`config.mk`:
```
export PLATFORM = sky130hd
export DESIGN_NAME = mips_control_unit_flat
export DESIGN_NICKNAME = d
export VERILOG_FILES = /design/src/rtl/mips_ctrl_pkg.sv /design/src/rtl/mips_control_unit_if.sv /design/src/rtl/mips_control_unit.sv /design/src/flat_wrapper.sv
export SDC_FILE = /design/constraint.sdc
export NUM_CORES = 1
export LEC_CHECK = 0
export ABC_CLOCK_PERIOD_IN_PS = 2200
export BUFFER_PORTS_ARGS = -buffer_cell sky130_fd_sc_hd__buf_4
export CAP_MARGIN = 20
export CORE_MARGIN = 2
export CORE_UTILIZATION = 52
export CTS_CLUSTER_DIAMETER = 50
export DETAILED_ROUTE_END_ITERATION = 8
export HOLD_SLACK_MARGIN = 0.08
export PLACE_DENSITY_LB_ADDON = 0.3
export SLEW_MARGIN = 5
export SYNTH_ARGS = -nofsm -noshare
export SYNTH_HDL_FRONTEND = slang
export SYNTH_SLANG_ARGS = --single-unit
```
`constraint.sdc`:
```
create_clock -name clk -period 2.2 [get_ports clk]
set_input_delay 0 -clock clk [delete_from_list [all_inputs] [get_ports clk]]
set_output_delay 0 -clock clk [all_outputs]
set_load 0.02 [all_outputs]
```
`src/rtl/mips_ctrl_pkg.sv`:
```
// Shared definitions for the multicycle MIPS controller, datapath and ALU decoder:
// opcodes, ALU op classes, FSM states and the per-state control word.
package mips_ctrl_pkg;

    localparam int OP_W = 6;

    localparam logic [5:0] OP_RTYPE = 6'b000000;
    localparam logic [5:0] OP_J     = 6'b000010;
    localparam logic [5:0] OP_BEQ   = 6'b000100;
    localparam logic [5:0] OP_ADDI  = 6'b001000;
    localparam logic [5:0] OP_ORI   = 6'b001101;
    localparam logic [5:0] OP_LW    = 6'b100011;
    localparam logic [5:0] OP_SW    = 6'b101011;

    localparam logic [1:0] ALU_ADD   = 2'b00;
    localparam logic [1:0] ALU_SUB   = 2'b01;
    localparam logic [1:0] ALU_FUNCT = 2'b10;
    localparam logic [1:0] ALU_OR    = 2'b11;

    typedef enum logic [3:0] {
        FETCH    = 4'd0,
        DECODE   = 4'd1,
        MEMADR   = 4'd2,
        MEMRD    = 4'd3,
        MEMWB    = 4'd4,
        MEMWR    = 4'd5,
        RTYPE_EX = 4'd6,
        ALU_WB   = 4'd7,
        BEQ_EX   = 4'd8,
        ADDI_EX  = 4'd9,
        ADDI_WB  = 4'd10,
        ORI_EX   = 4'd11,
        JUMP     = 4'd12
    } state_t;

    typedef struct packed {
        logic       iord;
        logic       mem_write;
        logic       ir_write;
        logic       reg_dst;
        logic       mem_to_reg;
        logic       reg_write;
        logic       alu_src_a;
        logic [1:0] alu_src_b;
        logic [1:0] alu_op;
        logic [1:0] pc_src;
        logic       pc_write;
        logic       branch;
    } ctrl_t;

    function automatic logic op_supported(input logic [5:0] op);
        return op inside {OP_RTYPE, OP_J, OP_BEQ, OP_ADDI, OP_ORI, OP_LW, OP_SW};
    endfunction

    // Raw Moore control word; write strobes are gated by enable/reset at the output.
    function automatic ctrl_t ctrl_for(input state_t s);
        ctrl_t c;
        c = '0;
        case (s)
            FETCH: begin
                c.alu_src_b = 2'b01;
                c.alu_op    = ALU_ADD;
                c.ir_write  = 1'b1;
                c.pc_write  = 1'b1;
            end
            DECODE:   c.alu_src_b = 2'b11;
            MEMADR: begin
                c.alu_src_a = 1'b1;
                c.alu_src_b = 2'b10;
            end
            MEMRD:    c.iord = 1'b1;
            MEMWB: begin
                c.mem_to_reg = 1'b1;
                c.reg_write  = 1'b1;
            end
            MEMWR: begin
                c.iord      = 1'b1;
                c.mem_write = 1'b1;
            end
            RTYPE_EX: begin
                c.alu_src_a = 1'b1;
                c.alu_op    = ALU_FUNCT;
            end
            ALU_WB: begin
                c.reg_dst   = 1'b1;
                c.reg_write = 1'b1;
            end
            BEQ_EX: begin
                c.alu_src_a = 1'b1;
                c.alu_op    = ALU_SUB;
                c.pc_src    = 2'b01;
                c.branch    = 1'b1;
            end
            ADDI_EX: begin
                c.alu_src_a = 1'b1;
                c.alu_src_b = 2'b10;
            end
            ORI_EX: begin
                c.alu_src_a = 1'b1;
                c.alu_src_b = 2'b10;
                c.alu_op    = ALU_OR;
            end
            ADDI_WB:  c.reg_write = 1'b1;
            JUMP: begin
                c.pc_src   = 2'b10;
                c.pc_write = 1'b1;
            end
            default:  c = '0;
        endcase
        return c;
    endfunction

endpackage

```
`src/rtl/mips_control_unit_if.sv`:
```
// Controller <-> datapath bundle: instruction opcode and zero flag in, selects/strobes out.
interface mips_control_unit_if #(
    parameter int OPCODE_WIDTH = 6,
    parameter int STATE_WIDTH  = 4
);
    logic [OPCODE_WIDTH-1:0] opcode;
    logic                    zero;
    logic                    iord;
    logic                    mem_write;
    logic                    ir_write;
    logic                    reg_dst;
    logic                    mem_to_reg;
    logic                    reg_write;
    logic                    alu_src_a;
    logic [1:0]              alu_src_b;
    logic [1:0]              alu_op;
    logic [1:0]              pc_src;
    logic                    pc_en;
    logic                    illegal;
    logic [STATE_WIDTH-1:0]  state;

    modport master (
        input  opcode, zero,
        output iord, mem_write, ir_write, reg_dst, mem_to_reg, reg_write,
               alu_src_a, alu_src_b, alu_op, pc_src, pc_en, illegal, state
    );

    modport slave (
        output opcode, zero,
        input  iord, mem_write, ir_write, reg_dst, mem_to_reg, reg_write,
               alu_src_a, alu_src_b, alu_op, pc_src, pc_en, illegal, state
    );
endinterface

```
`src/rtl/mips_control_unit.sv`:
```
// Multicycle MIPS main controller: Moore FSM whose control word is registered with
// the state; write strobes, pc_en and illegal are qualified by enable and reset.
module mips_control_unit
    import mips_ctrl_pkg::*;
#(
    parameter int OPCODE_WIDTH = 6,
    parameter int STATE_WIDTH  = 4
) (
    input  logic               clk,
    input  logic               reset,
    input  logic               enable,
    mips_control_unit_if.master bus
);

    state_t           state_q;
    state_t           state_n;
    ctrl_t            ctrl_q;
    logic [OP_W-1:0]  op;
    logic             go;

    assign op = OP_W'(bus.opcode);

    // enable is an advance permission: when low, the state holds and no write
    // strobe (ir/mem/reg write, pc_en, illegal) fires; selects still follow state.
    assign go = enable & ~reset;

    always_comb begin
        state_n = FETCH;
        case (state_q)
            FETCH:  state_n = DECODE;
            DECODE: begin
                case (op)
                    OP_LW, OP_SW: state_n = MEMADR;
                    OP_RTYPE:     state_n = RTYPE_EX;
                    OP_BEQ:       state_n = BEQ_EX;
                    OP_ADDI:      state_n = ADDI_EX;
                    OP_ORI:       state_n = ORI_EX;
                    OP_J:         state_n = JUMP;
                    default:      state_n = FETCH;
                endcase
            end
            MEMADR:   state_n = (op == OP_LW) ? MEMRD : MEMWR;
            MEMRD:    state_n = MEMWB;
            RTYPE_EX: state_n = ALU_WB;
            ADDI_EX:  state_n = ADDI_WB;
            ORI_EX:   state_n = ADDI_WB;
            default:  state_n = FETCH;
        endcase
    end

    always_ff @(posedge clk) begin
        if (reset) begin
            state_q <= FETCH;
            ctrl_q  <= ctrl_for(FETCH);
        end else if (enable) begin
            state_q <= state_n;
            ctrl_q  <= ctrl_for(state_n);
        end
    end

    assign bus.iord       = ctrl_q.iord;
    assign bus.reg_dst    = ctrl_q.reg_dst;
    assign bus.mem_to_reg = ctrl_q.mem_to_reg;
    assign bus.alu_src_a  = ctrl_q.alu_src_a;
    assign bus.alu_src_b  = ctrl_q.alu_src_b;
    assign bus.alu_op     = ctrl_q.alu_op;
    assign bus.pc_src     = ctrl_q.pc_src;

    assign bus.mem_write  = ctrl_q.mem_write & go;
    assign bus.ir_write   = ctrl_q.ir_write & go;
    assign bus.reg_write  = ctrl_q.reg_write & go;
    assign bus.pc_en      = (ctrl_q.pc_write | (ctrl_q.branch & bus.zero)) & go;
    assign bus.illegal    = go & (state_q == DECODE) & ~op_supported(op);
    assign bus.state      = STATE_WIDTH'(state_q);

endmodule

```
`src/flat_wrapper.sv`:
```
// flat-port wrapper written by rule: the top's interface ports become plain ports
module mips_control_unit_flat import mips_ctrl_pkg::*;
#(
    parameter int OPCODE_WIDTH = 6,
    parameter int STATE_WIDTH  = 4
)
  (clk, reset, enable, bus_opcode, bus_zero, bus_iord, bus_mem_write, bus_ir_write, bus_reg_dst, bus_mem_to_reg, bus_reg_write, bus_alu_src_a, bus_alu_src_b, bus_alu_op, bus_pc_src, bus_pc_en, bus_illegal, bus_state);
  mips_control_unit_if #(.OPCODE_WIDTH(OPCODE_WIDTH), .STATE_WIDTH(STATE_WIDTH)) bus_i ();
  input  logic clk;
  input  logic reset;
  input  logic enable;
  input wire logic [$bits(bus_i.opcode)-1:0] bus_opcode;
  input wire logic [$bits(bus_i.zero)-1:0] bus_zero;
  output wire logic [$bits(bus_i.iord)-1:0] bus_iord;
  output wire logic [$bits(bus_i.mem_write)-1:0] bus_mem_write;
  output wire logic [$bits(bus_i.ir_write)-1:0] bus_ir_write;
  output wire logic [$bits(bus_i.reg_dst)-1:0] bus_reg_dst;
  output wire logic [$bits(bus_i.mem_to_reg)-1:0] bus_mem_to_reg;
  output wire logic [$bits(bus_i.reg_write)-1:0] bus_reg_write;
  output wire logic [$bits(bus_i.alu_src_a)-1:0] bus_alu_src_a;
  output wire logic [$bits(bus_i.alu_src_b)-1:0] bus_alu_src_b;
  output wire logic [$bits(bus_i.alu_op)-1:0] bus_alu_op;
  output wire logic [$bits(bus_i.pc_src)-1:0] bus_pc_src;
  output wire logic [$bits(bus_i.pc_en)-1:0] bus_pc_en;
  output wire logic [$bits(bus_i.illegal)-1:0] bus_illegal;
  output wire logic [$bits(bus_i.state)-1:0] bus_state;
  assign bus_i.opcode = bus_opcode;
  assign bus_i.zero = bus_zero;
  assign bus_iord = bus_i.iord;
  assign bus_mem_write = bus_i.mem_write;
  assign bus_ir_write = bus_i.ir_write;
  assign bus_reg_dst = bus_i.reg_dst;
  assign bus_mem_to_reg = bus_i.mem_to_reg;
  assign bus_reg_write = bus_i.reg_write;
  assign bus_alu_src_a = bus_i.alu_src_a;
  assign bus_alu_src_b = bus_i.alu_src_b;
  assign bus_alu_op = bus_i.alu_op;
  assign bus_pc_src = bus_i.pc_src;
  assign bus_pc_en = bus_i.pc_en;
  assign bus_illegal = bus_i.illegal;
  assign bus_state = bus_i.state;
  mips_control_unit #(.OPCODE_WIDTH(OPCODE_WIDTH), .STATE_WIDTH(STATE_WIDTH)) u_core (.clk(clk), .reset(reset), .enable(enable), .bus(bus_i));
endmodule
```
==> results of run 1 <==
==> placed cells by master (no fill, tap or decap), drive strengths merged, types with 2 or more instances in the layout <==
cell          n
o21ai         3
o32ai         3
a211o         2
nor3          8
o221ai        2
nand3b        3
dlygate4sd3   4
nor2b         2
buf          33
nor2         16
a221o         2
clkbuf        3
nand2         9
dfxtp        19
and2          3
or4           4
nor4          3
inv           6
nand3         8
nand2b        5
a21oi         9
xnor2         2
a311oi        3
mux2i         3
==> power groups by stage <==
stage          clock network, mW  logic [mW]  registers (mW)
3_3_place_gp                   0       0.166           0.373
5_1_grt                    0.205       0.193           0.369
3_5_place_dp                   0       0.171           0.374
4_1_cts                    0.187       0.177           0.367
2_1_floorplan                  0       0.116           0.378
6_report                   0.185       0.179           0.367
==> per-stage QoR <==
step,worst slack [ns],instance area [um^2],utilization
CTS,0.1642,1453,0.6631
finish,0.1089,1453,0.6631
global placement,0.3046,1385,0.6322
detailed placement,0.1981,1385,0.6322
global route,0.0008877,1453,0.6631
floorplan,0.2603,1197,-
==> final cells by class <==
type / instances / area [um^2] / share of cell area
clock buffers: 3 / 22.52 / 0.01550
clock inverters: 1 / 5.005 / 0.003445
inverters: 6 / 22.52 / 0.01550
multi-input cells: 107 / 699.4 / 0.4815
flip-flops and latches: 19 / 380.4 / 0.2618
well taps: 28 / 35.03 / 0.02412
repair buffers: 37 / 287.8 / 0.1981
==> kinds of logic after synthesis <==
logic type | synth area share
DFF | 0.3177
AOI/OAI and AO/OA | 0.2257
buffers and inverters | 0.09822
and+or+nand+nor | 0.3114
muxes | 0.02508
xor gates and xnor gates | 0.02195
==> critical path: cells and delay by family, from the launching register on <==
kind / cells / cell delay (ns)
buffers and inverters: 1 / 0.19
AOI/OAI and AO/OA: 2 / 0.39
and+or+nand+nor: 2 / 0.86
DFF: 1 / 0.56
==> final timing paths <==
path	start	endpoint	slack [ns]	depth (start not counted)
setup / recovery	u_core.bus.state[1]	u_core.bus.alu_src_a	0.11	5
hold / removal	bus_opcode[4]	u_core.bus.alu_op[1]	0.11	4
setup reg to reg	u_core.bus.state[1]	u_core.bus.alu_src_a	0.11	5
hold reg to reg	u_core.ctrl_q[13]	u_core.ctrl_q[13]	0.47	2
==> routing by layer <==
layer / part of all wire / up-vias / GRT usage
li1: - / 597 / -
met1: 0.40 / 587 / 0.3020
met2: 0.50 / 66 / 0.4494
met3: 0.081 / 8 / 0.03448
met4: 0.016 / 0 / 0.09649
met5: 0 / - / 0
==> what timing repair did <==
item,in CTS,in global routing
hold buffers,4,0
buffers inserted,0,0
endpoints found under the hold margin,17,0
==> results.py, run 1 <==
metrics = {
    "global_routing": {
        "grt_max_degree": 23,
        "antenna_found_initial": 0,
        "grt_use_total": 0.2520,
        "grt_pass1_wl_mm": 5.112,
        "overflow": 0,
        "grt_pass1_vias": 1166,
    },
    "sta": {
        "period_share": 0.9505,
        "rsz0062_at_grt": "no",
        "setup_viol": 0,
        "clock_skew_ns": 0.01292,
        "fmax_ghz": 0.4782,
        "maxSlewViolCount": 0,
        "slew_headroom": 0.6517,
        "finalCriticalPeriod_ns": 2.091,
        "tightest_slew_ns": 0.5225,
        "finalSetupTns_ns": 0,
        "whs_ns": 0.1057,
        "hold_viol_final": 0,
    },
    "cts": {
        "clock_sinks": 19,
        "cts_tree": "built",
        "worstSkewPairLatency_ns": 0.31,
        "cts_made_buffers": 3,
        "cts-htree-levels": 1,
        "clk_pin_slew_ns": 0.12,
        "root_buffer": "clkbuf_4",
        "clockBufferDepth": 2,
        "post_cts_resized": 0,
    },
    "floorplanning": {
        "fp.dieW_um": 51.99,
        "io_pins": 29,
        "design.die.area_um2": 2702,
        "die_y_um": 51.99,
        "start_util": 0.5465,
        "rows": 17,
        "core_area_um2": 2191,
    },
    "yosys": {
        "synth_cell_types": 46,
        "netlist_instances": 150,
        "synth_seq_area_share": 0.3177,
        "synth_commonest_cells": "dfxtp_1 (19), nor2_1 (16), a21oi_1 (9), nand2_1 (9), nand3_1 (8)",
        "synth_top_cells_by_area": "dfxtp_1 (32%), nor2_1 (5.0%), a21oi_1 (3.8%)",
        "syn_nets": 160,
        "yosys.area.top_type_share": 0.3177,
        "yosysWarningCount": 0,
        "synth.most_common_cell": "dfxtp_1",
        "synth.avg_cell_area_um2": 7.983,
        "synth_top_cell_by_area": "dfxtp_1",
        "synth-seq-cells": 19,
        "synthArstFlopShare": 0,
        "synth_ff_type": "dfxtp_1",
        "syn-cell-area_um2": 1197,
        "synth_edf_count": 0,
    },
    "place": {
        "portBuffers": 28,
        "place.gp.congestion": 0.9267,
        "hpwl_mm": 2.167,
        "dp_cells": 193,
    },
    "drt": {
        "ant_nets": 0,
        "viasPerCell": 6.259,
        "vias": 1258,
        "drc_errors": 0,
        "drt_iter0_markers": 35,
        "wl_per_cell_um": 15.23,
        "drt_wl_total_mm": 3.061,
        "drt_first_pass_iters": 4,
    },
    "power_and_ir_drop": {
        "power_frac_seq": 0.502,
        "peakVddDrop_v": 0.0004302,
        "p_switching_uw": 230.1,
        "pwr-share-clk": 0.253,
        "pwr-share-comb": 0.245,
        "leakagePower_nw": 0.5447,
        "switching_share": 0.3147,
        "totalPowerFinal_uw": 731.1,
        "p_per_area_nw_per_um2": 503.3,
        "power.internal_uw": 501.0,
    },
    "setup_path": {
        "required_ns": 2.42,
        "end_kind": "flop",
        "cp_max_fo": 9,
        "worstSetupPathType": "reg -> reg",
        "critPathLaunchType": "flop",
        "cpPeakStageDelay_ns": 0.56,
        "crit_arrival_ns": 2.31,
        "critPathSlowestCell": "dfxtp_1",
        "path_cells": "inv_1 -> or3_1 -> o221a_4 -> or4_1 -> o221ai_1",
    },
    "min_path": {
        "hold_path_class": "in -> reg",
    },
    "flow_run": {
        "cap_violations": 0,
    },
    "finish": {
        "nets": 184,
        "nFillCells": 186,
        "drive_above_1_share": 0.2486,
        "syn_to_final_growth_pct": 21.32,
        "regMostFlops": "u_core.ctrl_q",
        "diodes": 0,
        "largest_register_ffs": 5,
        "fin_cells": 201,
    },
    "run_status": {
        "status": "finished, final reports clean",
    },
}
No activity file was read; power rests on OpenSTA's default activity.
==> inputs of run 2 (changes only) <==
--- a/config.mk
+++ b/config.mk
@@ -5,15 +5,15 @@
 export SDC_FILE = /design/constraint.sdc
 export NUM_CORES = 1
 export LEC_CHECK = 0
-export ABC_CLOCK_PERIOD_IN_PS = 2200
+export ABC_CLOCK_PERIOD_IN_PS = 2500
 export BUFFER_PORTS_ARGS = -buffer_cell sky130_fd_sc_hd__buf_4
 export CAP_MARGIN = 20
 export CORE_MARGIN = 2
-export CORE_UTILIZATION = 52
+export CORE_UTILIZATION = 56
 export CTS_CLUSTER_DIAMETER = 50
 export DETAILED_ROUTE_END_ITERATION = 8
 export HOLD_SLACK_MARGIN = 0.08
-export PLACE_DENSITY_LB_ADDON = 0.3
+export PLACE_DENSITY = 0.8
 export SLEW_MARGIN = 5
 export SYNTH_ARGS = -nofsm -noshare
 export SYNTH_HDL_FRONTEND = slang
==> constraint.sdc (replaced) <==
create_clock -name clk -period 2.5 [get_ports clk]
set_input_delay 0 -clock clk [delete_from_list [all_inputs] [get_ports clk]]
set_output_delay 0 -clock clk [all_outputs]
set_load 0.02 [all_outputs]
==> results.py, run 2 (synthesized netlist as in run 1, its figures left out) <==
metrics = {
    "setup_path": {
        "timing.rr.start": "u_core.bus.state[0]",
        "end_kind": "flop",
        "worstSetupPathType": "reg -> reg",
        "critPathLaunchType": "flop",
        "reg2reg_depth": 5,
        "required_ns": 2.70,
        "r2r_end": "u_core.ctrl_q[12]",
        "startpoint": "u_core.bus.state[0]",
        "crit_arrival_ns": 2.24,
        "cp_max_fo": 12,
        "r2r_setup_slack_ns": 0.45,
    },
    "global_routing": {
        "grt_max_degree": 23,
        "grt_pass1_vias": 1029,
        "antenna_found_initial": 0,
        "grt_use_total": 0.2298,
        "overflow": 0,
        "grt_pass1_wl_mm": 4.512,
    },
    "cts": {
        "cts_setup_buffers": 0,
        "worstSkewPairLatency_ns": 0.29,
        "clockBufferDepth": 2,
        "cts_made_buffers": 3,
        "cts_tree": "built",
        "post_cts_resized": 0,
        "root_buffer": "clkbuf_4",
        "clock_sinks": 19,
        "clk_pin_slew_ns": 0.11,
        "cts-htree-levels": 1,
    },
    "sta": {
        "setup_viol": 0,
        "tightest_slew_ns": 0.5310,
        "slew_headroom": 0.6460,
        "finalSetupTns_ns": 0,
        "rsz0062_at_grt": "no",
        "finalCriticalPeriod_ns": 2.045,
        "maxSlewViolCount": 0,
        "hold_viol_final": 0,
        "setup_slack_ns": 0.4547,
        "whs_ns": 0.07880,
        "fmax_ghz": 0.4889,
        "period_share": 0.8181,
        "clock_skew_ns": 0.002756,
    },
    "floorplanning": {
        "rows": 16,
        "fp.dieW_um": 50.24,
        "io_pins": 29,
        "die_y_um": 50.24,
        "start_util": 0.6042,
        "core_area_um2": 1982,
        "design.die.area_um2": 2524,
    },
    "finish": {
        "multi_input_area_um2": 699.4,
        "drive_above_1_share": 0.2381,
        "regMostFlops": "u_core.ctrl_q",
        "nFillCells": 178,
        "final_common_cell": "buf_4",
        "nets": 179,
        "largest_register_ffs": 5,
        "regArea_um2": 380.4,
        "syn_to_final_growth_pct": 17.66,
        "diodes": 0,
        "mostFrequentLayoutCells": "buf_4 (30), dfxtp_1 (19), nor2_1 (16)",
        "fin_area_um2": 1409,
    },
    "drt": {
        "ant_nets": 0,
        "drt_iter0_markers": 37,
        "vias": 1170,
        "drt_first_pass_iters": 4,
        "drt_wl_total_mm": 2.710,
        "wl_per_cell_um": 13.90,
        "drc_errors": 0,
        "viasPerCell": 6.000,
    },
    "power_and_ir_drop": {
        "peakVddDrop_v": 0.0003374,
        "totalPowerFinal_uw": 624.4,
        "leakagePower_nw": 0.5184,
        "p_per_area_nw_per_um2": 443.2,
    },
    "place": {
        "dp_slack_ns": 0.4928,
        "hpwl_mm": 2.011,
        "post_dp_cell_area_um2": 1361,
        "portBuffers": 28,
        "place.gp.congestion": 0.9033,
    },
    "min_path": {
        "min-delay-start": "bus_opcode[1]",
        "holdPathStages": 3,
        "hold_path_class": "in -> reg",
        "hold_end": "u_core.bus.alu_op[1]",
    },
    "flow_run": {
        "cap_violations": 0,
    },
    "run_status": {
        "status": "finished, final reports clean",
    },
}
[run 2: cell types whose count changed in the layout (fill, tap and decap cells not counted), sizes merged]
cell | before | now
dlygate4sd3 | 4 | 2
buf | 33 | 30
[run 2: routing by layer]
metal	global-route usage	up-vias	wire, um
met4	0.08796	0	28
li1	-	583	-
met5	0	-	0
met1	0.2862	540	1230
met3	0.05952	6	167
met2	0.3772	41	1284
[run 2: critical path, cell delays in order (launching register included)]
cell and delay (ns):
dfxtp_1 0.56, or4b_4 0.53, a211o_1 0.27, o221ai_1 0.15
nor3_1 0.14, a221o_1 0.31
[run 2: what timing repair did]
action / 4_1_cts / 5_1_grt
hold endpoints to repair: 18 / 0
setup endpoints to repair: 0 / 0
hold buffers: 2 / 0
[run 2: worst max-delay path by stage]
| stage | end | cells after the start | slack (ns) |
|---|---|---|---|
| after floorplan | u_core.ctrl_q[12] | 5 | 0.56 |
| after global placement | u_core.bus.alu_src_a | 5 | 0.52 |
| after detailed placement | u_core.bus.alu_src_a | 5 | 0.49 |
| after CTS | u_core.bus.alu_src_b[0] | 5 | 0.47 |
| after global routing | u_core.ctrl_q[12] | 5 | 0.32 |
| final | u_core.ctrl_q[12] | 5 | 0.45 |
[run 2: power by group]
| group | internal, mW | switching, mW |
|---|---|---|
| registers | 0.315 | 0.0125 |
| clock network | 0.0595 | 0.0945 |
| logic | 0.0617 | 0.0814 |
| total | 0.436 | 0.188 |
[run 2: layout make-up]
cell class	count	area share
Clock buffer	3	0.01599
Tap cell	27	0.02398
Sequential cell	19	0.2700
Multi-Input combinational cell	107	0.4964
Clock inverter	1	0.003552
Timing Repair Buffer	32	0.1741
Inverter	6	0.01599
[run 2: metrics by stage]
step / std cells / util
after floorplan: 150 / -
after global placement: 189 / 0.6869
after detailed placement: 189 / 0.6869
after CTS: 195 / 0.7109
after global routing: 195 / 0.7109
final: 195 / 0.7109
==> inputs of run 3 (changes only) <==
--- a/config.mk
+++ b/config.mk
@@ -5,15 +5,16 @@
 export SDC_FILE = /design/constraint.sdc
 export NUM_CORES = 1
 export LEC_CHECK = 0
-export ABC_CLOCK_PERIOD_IN_PS = 2500
+export ABC_AREA = 1
+export ABC_CLOCK_PERIOD_IN_PS = 2090
 export BUFFER_PORTS_ARGS = -buffer_cell sky130_fd_sc_hd__buf_4
 export CAP_MARGIN = 20
 export CORE_MARGIN = 2
-export CORE_UTILIZATION = 56
+export CORE_UTILIZATION = 52
 export CTS_CLUSTER_DIAMETER = 50
 export DETAILED_ROUTE_END_ITERATION = 8
 export HOLD_SLACK_MARGIN = 0.08
-export PLACE_DENSITY = 0.8
+export PLACE_DENSITY = 0.75
 export SLEW_MARGIN = 5
 export SYNTH_ARGS = -nofsm -noshare
 export SYNTH_HDL_FRONTEND = slang
==> constraint.sdc (replaced) <==
create_clock -name clk -period 2.09 [get_ports clk]
set_input_delay 0 -clock clk [delete_from_list [all_inputs] [get_ports clk]]
set_output_delay 0 -clock clk [all_outputs]
set_load 0.02 [all_outputs]
==> results.py, run 3 <==
metrics = {
    "cts": {
        "clk_pin_slew_ns": 0.12,
        "cts_made_buffers": 3,
        "worstSkewPairLatency_ns": 0.31,
        "clock_sinks": 19,
        "cts-htree-levels": 1,
        "cts_tree": "built",
        "clockBufferDepth": 2,
        "root_buffer": "clkbuf_4",
    },
    "drt": {
        "drt_iter0_markers": 28,
        "wl_per_cell_um": 12.13,
        "drt_wl_total_mm": 2.717,
        "ant_nets": 0,
        "vias": 1160,
        "viasPerCell": 5.179,
        "drt_first_pass_iters": 4,
        "drc_errors": 0,
    },
    "yosys": {
        "synth_top_family_by_area": "simple AND/OR/NAND/NOR gates",
        "synth.avg_cell_area_um2": 6.882,
        "synthArstFlopShare": 0,
        "synth_commonest_cells": "nand2_1 (32), dfxtp_1 (19), a21oi_1 (15), nor2_1 (15), inv_1 (14)",
        "synth_top_cells_by_area": "dfxtp_1 (33%), nand2_1 (10%), a21oi_1 (6.5%)",
        "synthAdderAreaFrac": 0,
        "synth.most_common_cell": "nand2_1",
        "synth_xor_area_frac": 0,
        "synth-compound-area-share": 0.1515,
        "yosys.area.top_type_share": 0.3290,
        "synth_top_cell_by_area": "dfxtp_1",
        "yosysWarningCount": 0,
        "syn_nets": 178,
        "synth_mux_area_frac": 0,
        "synthSimpleGateAreaFrac": 0.3874,
        "synth_ff_type": "dfxtp_1",
        "synth_cell_types": 26,
        "synth_edf_count": 0,
        "synth_seq_area_share": 0.3290,
        "netlist_instances": 168,
        "synth-seq-cells": 19,
        "syn-cell-area_um2": 1156,
    },
    "finish": {
        "largest_register_ffs": 5,
        "syn_to_final_growth_pct": 24.03,
        "drive_above_1_share": 0.3673,
        "nets": 207,
        "nFillCells": 196,
        "regMostFlops": "u_core.ctrl_q",
        "diodes": 0,
        "mostFrequentLayoutCells": "nand2_1 (32), buf_4 (30), nor2_1 (15), a21oi_1 (15), dfxtp_1 (15)",
        "fin_cells": 224,
        "final_common_cell": "nand2_1",
    },
    "power_and_ir_drop": {
        "leakagePower_nw": 0.6942,
        "p_per_area_nw_per_um2": 542.1,
        "totalPowerFinal_uw": 777.3,
        "peakVddDrop_v": 0.0004423,
    },
    "sta": {
        "finalSetupTns_ns": 0,
        "rsz0062_at_grt": "no",
        "maxSlewViolCount": 0,
        "period_share": 0.9535,
        "slew_headroom": 0.6775,
        "fmax_ghz": 0.5018,
        "tightest_slew_ns": 0.4833,
        "clock_skew_ns": 0.002243,
        "finalCriticalPeriod_ns": 1.993,
        "setup_viol": 0,
        "hold_viol_final": 0,
    },
    "floorplanning": {
        "rows": 17,
        "fp.dieW_um": 51.15,
        "die_y_um": 51.15,
        "start_util": 0.5381,
        "design.die.area_um2": 2616,
        "core_area_um2": 2148,
        "io_pins": 29,
    },
    "setup_path": {
        "r2r_setup_slack_ns": 0.1,
        "path_depth": 10,
        "r2r_end": "u_core.bus.pc_src[1]",
        "crit_buf_inv": 2,
        "path_delay_family": "simple AND/OR/NAND/NOR gates",
        "reg2reg_depth": 10,
        "timing.rr.start": "u_core.bus.state[0]",
        "cp_max_fo": 7,
        "worstSetupPathType": "reg -> reg",
        "critPathSlowestCell": "dlygate4sd3_1",
        "path_cells": "inv_2 -> nor2_1 -> nand2_2 -> nand2_2 -> nor2_4 -> nand2_4 -> nor2_8 -> nand4_2 -> a21oi_2 -> dlygate4sd3_1",
        "crit_arrival_ns": 2.25,
        "critPathLaunchType": "flop",
        "cpPeakStageDelay_ns": 0.57,
        "required_ns": 2.34,
        "critPathMostFrequentCell": "nand2_2",
        "end_kind": "flop",
    },
    "min_path": {
        "hold_end": "u_core.bus.alu_op[1]",
        "holdPathStages": 6,
        "hold_path_class": "in -> reg",
        "min-delay-start": "bus_opcode[4]",
    },
    "flow_run": {
        "cap_violations": 0,
    },
    "place": {
        "dp_cells": 214,
        "hpwl_mm": 1.966,
        "place.gp.congestion": 0.8869,
        "portBuffers": 28,
    },
    "run_status": {
        "status": "finished, final reports clean",
    },
    "global_routing": {
        "antenna_found_initial": 0,
        "grt_pass1_wl_mm": 4.312,
        "overflow": 0,
        "grt_max_degree": 21,
        "grt_pass1_vias": 1004,
        "grt_use_total": 0.2191,
    },
}
==> run 3: changes by cell type after synthesis, sizes merged, moves of 4 or more <==
cell    change
or4         -4
a21oi       +7
nand2b      -5
inv        +18
nor2        +8
nor3        -7
nand3       +8
nand2      +31
clkbuf      -5
==> run 3: tightest hold or removal path: cells and delay by family <==
family,cells,cell delay (ns)
buffers and inverters,2,0.14
AOI/OAI and AO/OA,1,0.07
and+or+nand+nor,3,0.20
==> run 3: layout make-up <==
class / instances / area [um^2] / share of cell area
clock buffer: 3 / 22.52 / 0.01571
timing repair buffer: 34 / 265.3 / 0.1850
tap: 28 / 35.03 / 0.02443
clock inverter: 1 / 5.005 / 0.003490
inverter: 24 / 90.09 / 0.06283
multi-input combinational: 115 / 628.1 / 0.4380
sequential: 19 / 387.9 / 0.2705
==> run 3: what timing repair did <==
action,in CTS,in global routing
endpoints found under the setup margin,0,1
hold buffers,4,0
gates resized for setup,0,6
hold endpoints to repair,15,0
setup buffers,0,2
==> run 3: how the worst max path moves through the flow <==
| stage | startpoint | to |
|---|---|---|
| after floorplan | u_core.bus.state[2] | bus_illegal |
| after global placement | u_core.bus.state[0] | u_core.bus.pc_src[1] |
| after detailed placement | u_core.bus.state[2] | u_core.bus.alu_src_a |
| after CTS | u_core.bus.state[2] | u_core.bus.pc_src[1] |
| after global routing | u_core.bus.state[0] | u_core.bus.pc_src[1] |
| final | u_core.bus.state[0] | u_core.bus.pc_src[1] |
==> run 3: metal layers <==
| layer | GRT usage | vias up | part of all wire |
|---|---|---|---|
| met5 | 0 | - | 0 |
| met4 | 0.09459 | 0 | 0.013 |
| met3 | 0.02924 | 5 | 0.044 |
| met2 | 0.3506 | 33 | 0.49 |
| met1 | 0.2938 | 522 | 0.46 |
| li1 | - | 600 | - |
==> run 3: logic make-up (layout without fill, tap and decap cells) <==
kind of cell | count (synthesis) | count (layout)
AOI/OAI and AO/OA | 30 | 30
buffers and inverters | 34 | 62
DFF | 19 | 19
and+or+nand+nor | 85 | 85
==> run 3: where the power goes <==
group | total [mW] | switching [mW] | internal [mW]
Sequential | 0.393 | 0.0129 | 0.380
Combinational | 0.186 | 0.116 | 0.0695
Clock | 0.199 | 0.127 | 0.0715
Total | 0.777 | 0.256 | 0.521
==> run 3: through the flow <==
| stage | util | setup WS [ns] | cell area (um^2) | hold slack (ns) |
|---|---|---|---|---|
| final | 0.6674 | 0.09709 | 1434 | 0.1304 |
| after global routing | 0.6674 | 0.02190 | 1434 | 0.1696 |
| after CTS | 0.6546 | 0.08827 | 1406 | 0.1291 |
| after detailed placement | 0.6232 | 0.6307 | 1339 | 0.2646 |
| after global placement | 0.6232 | 0.6752 | 1339 | 0.2586 |
| after floorplan | - | 0.5072 | 1156 | 0.1131 |
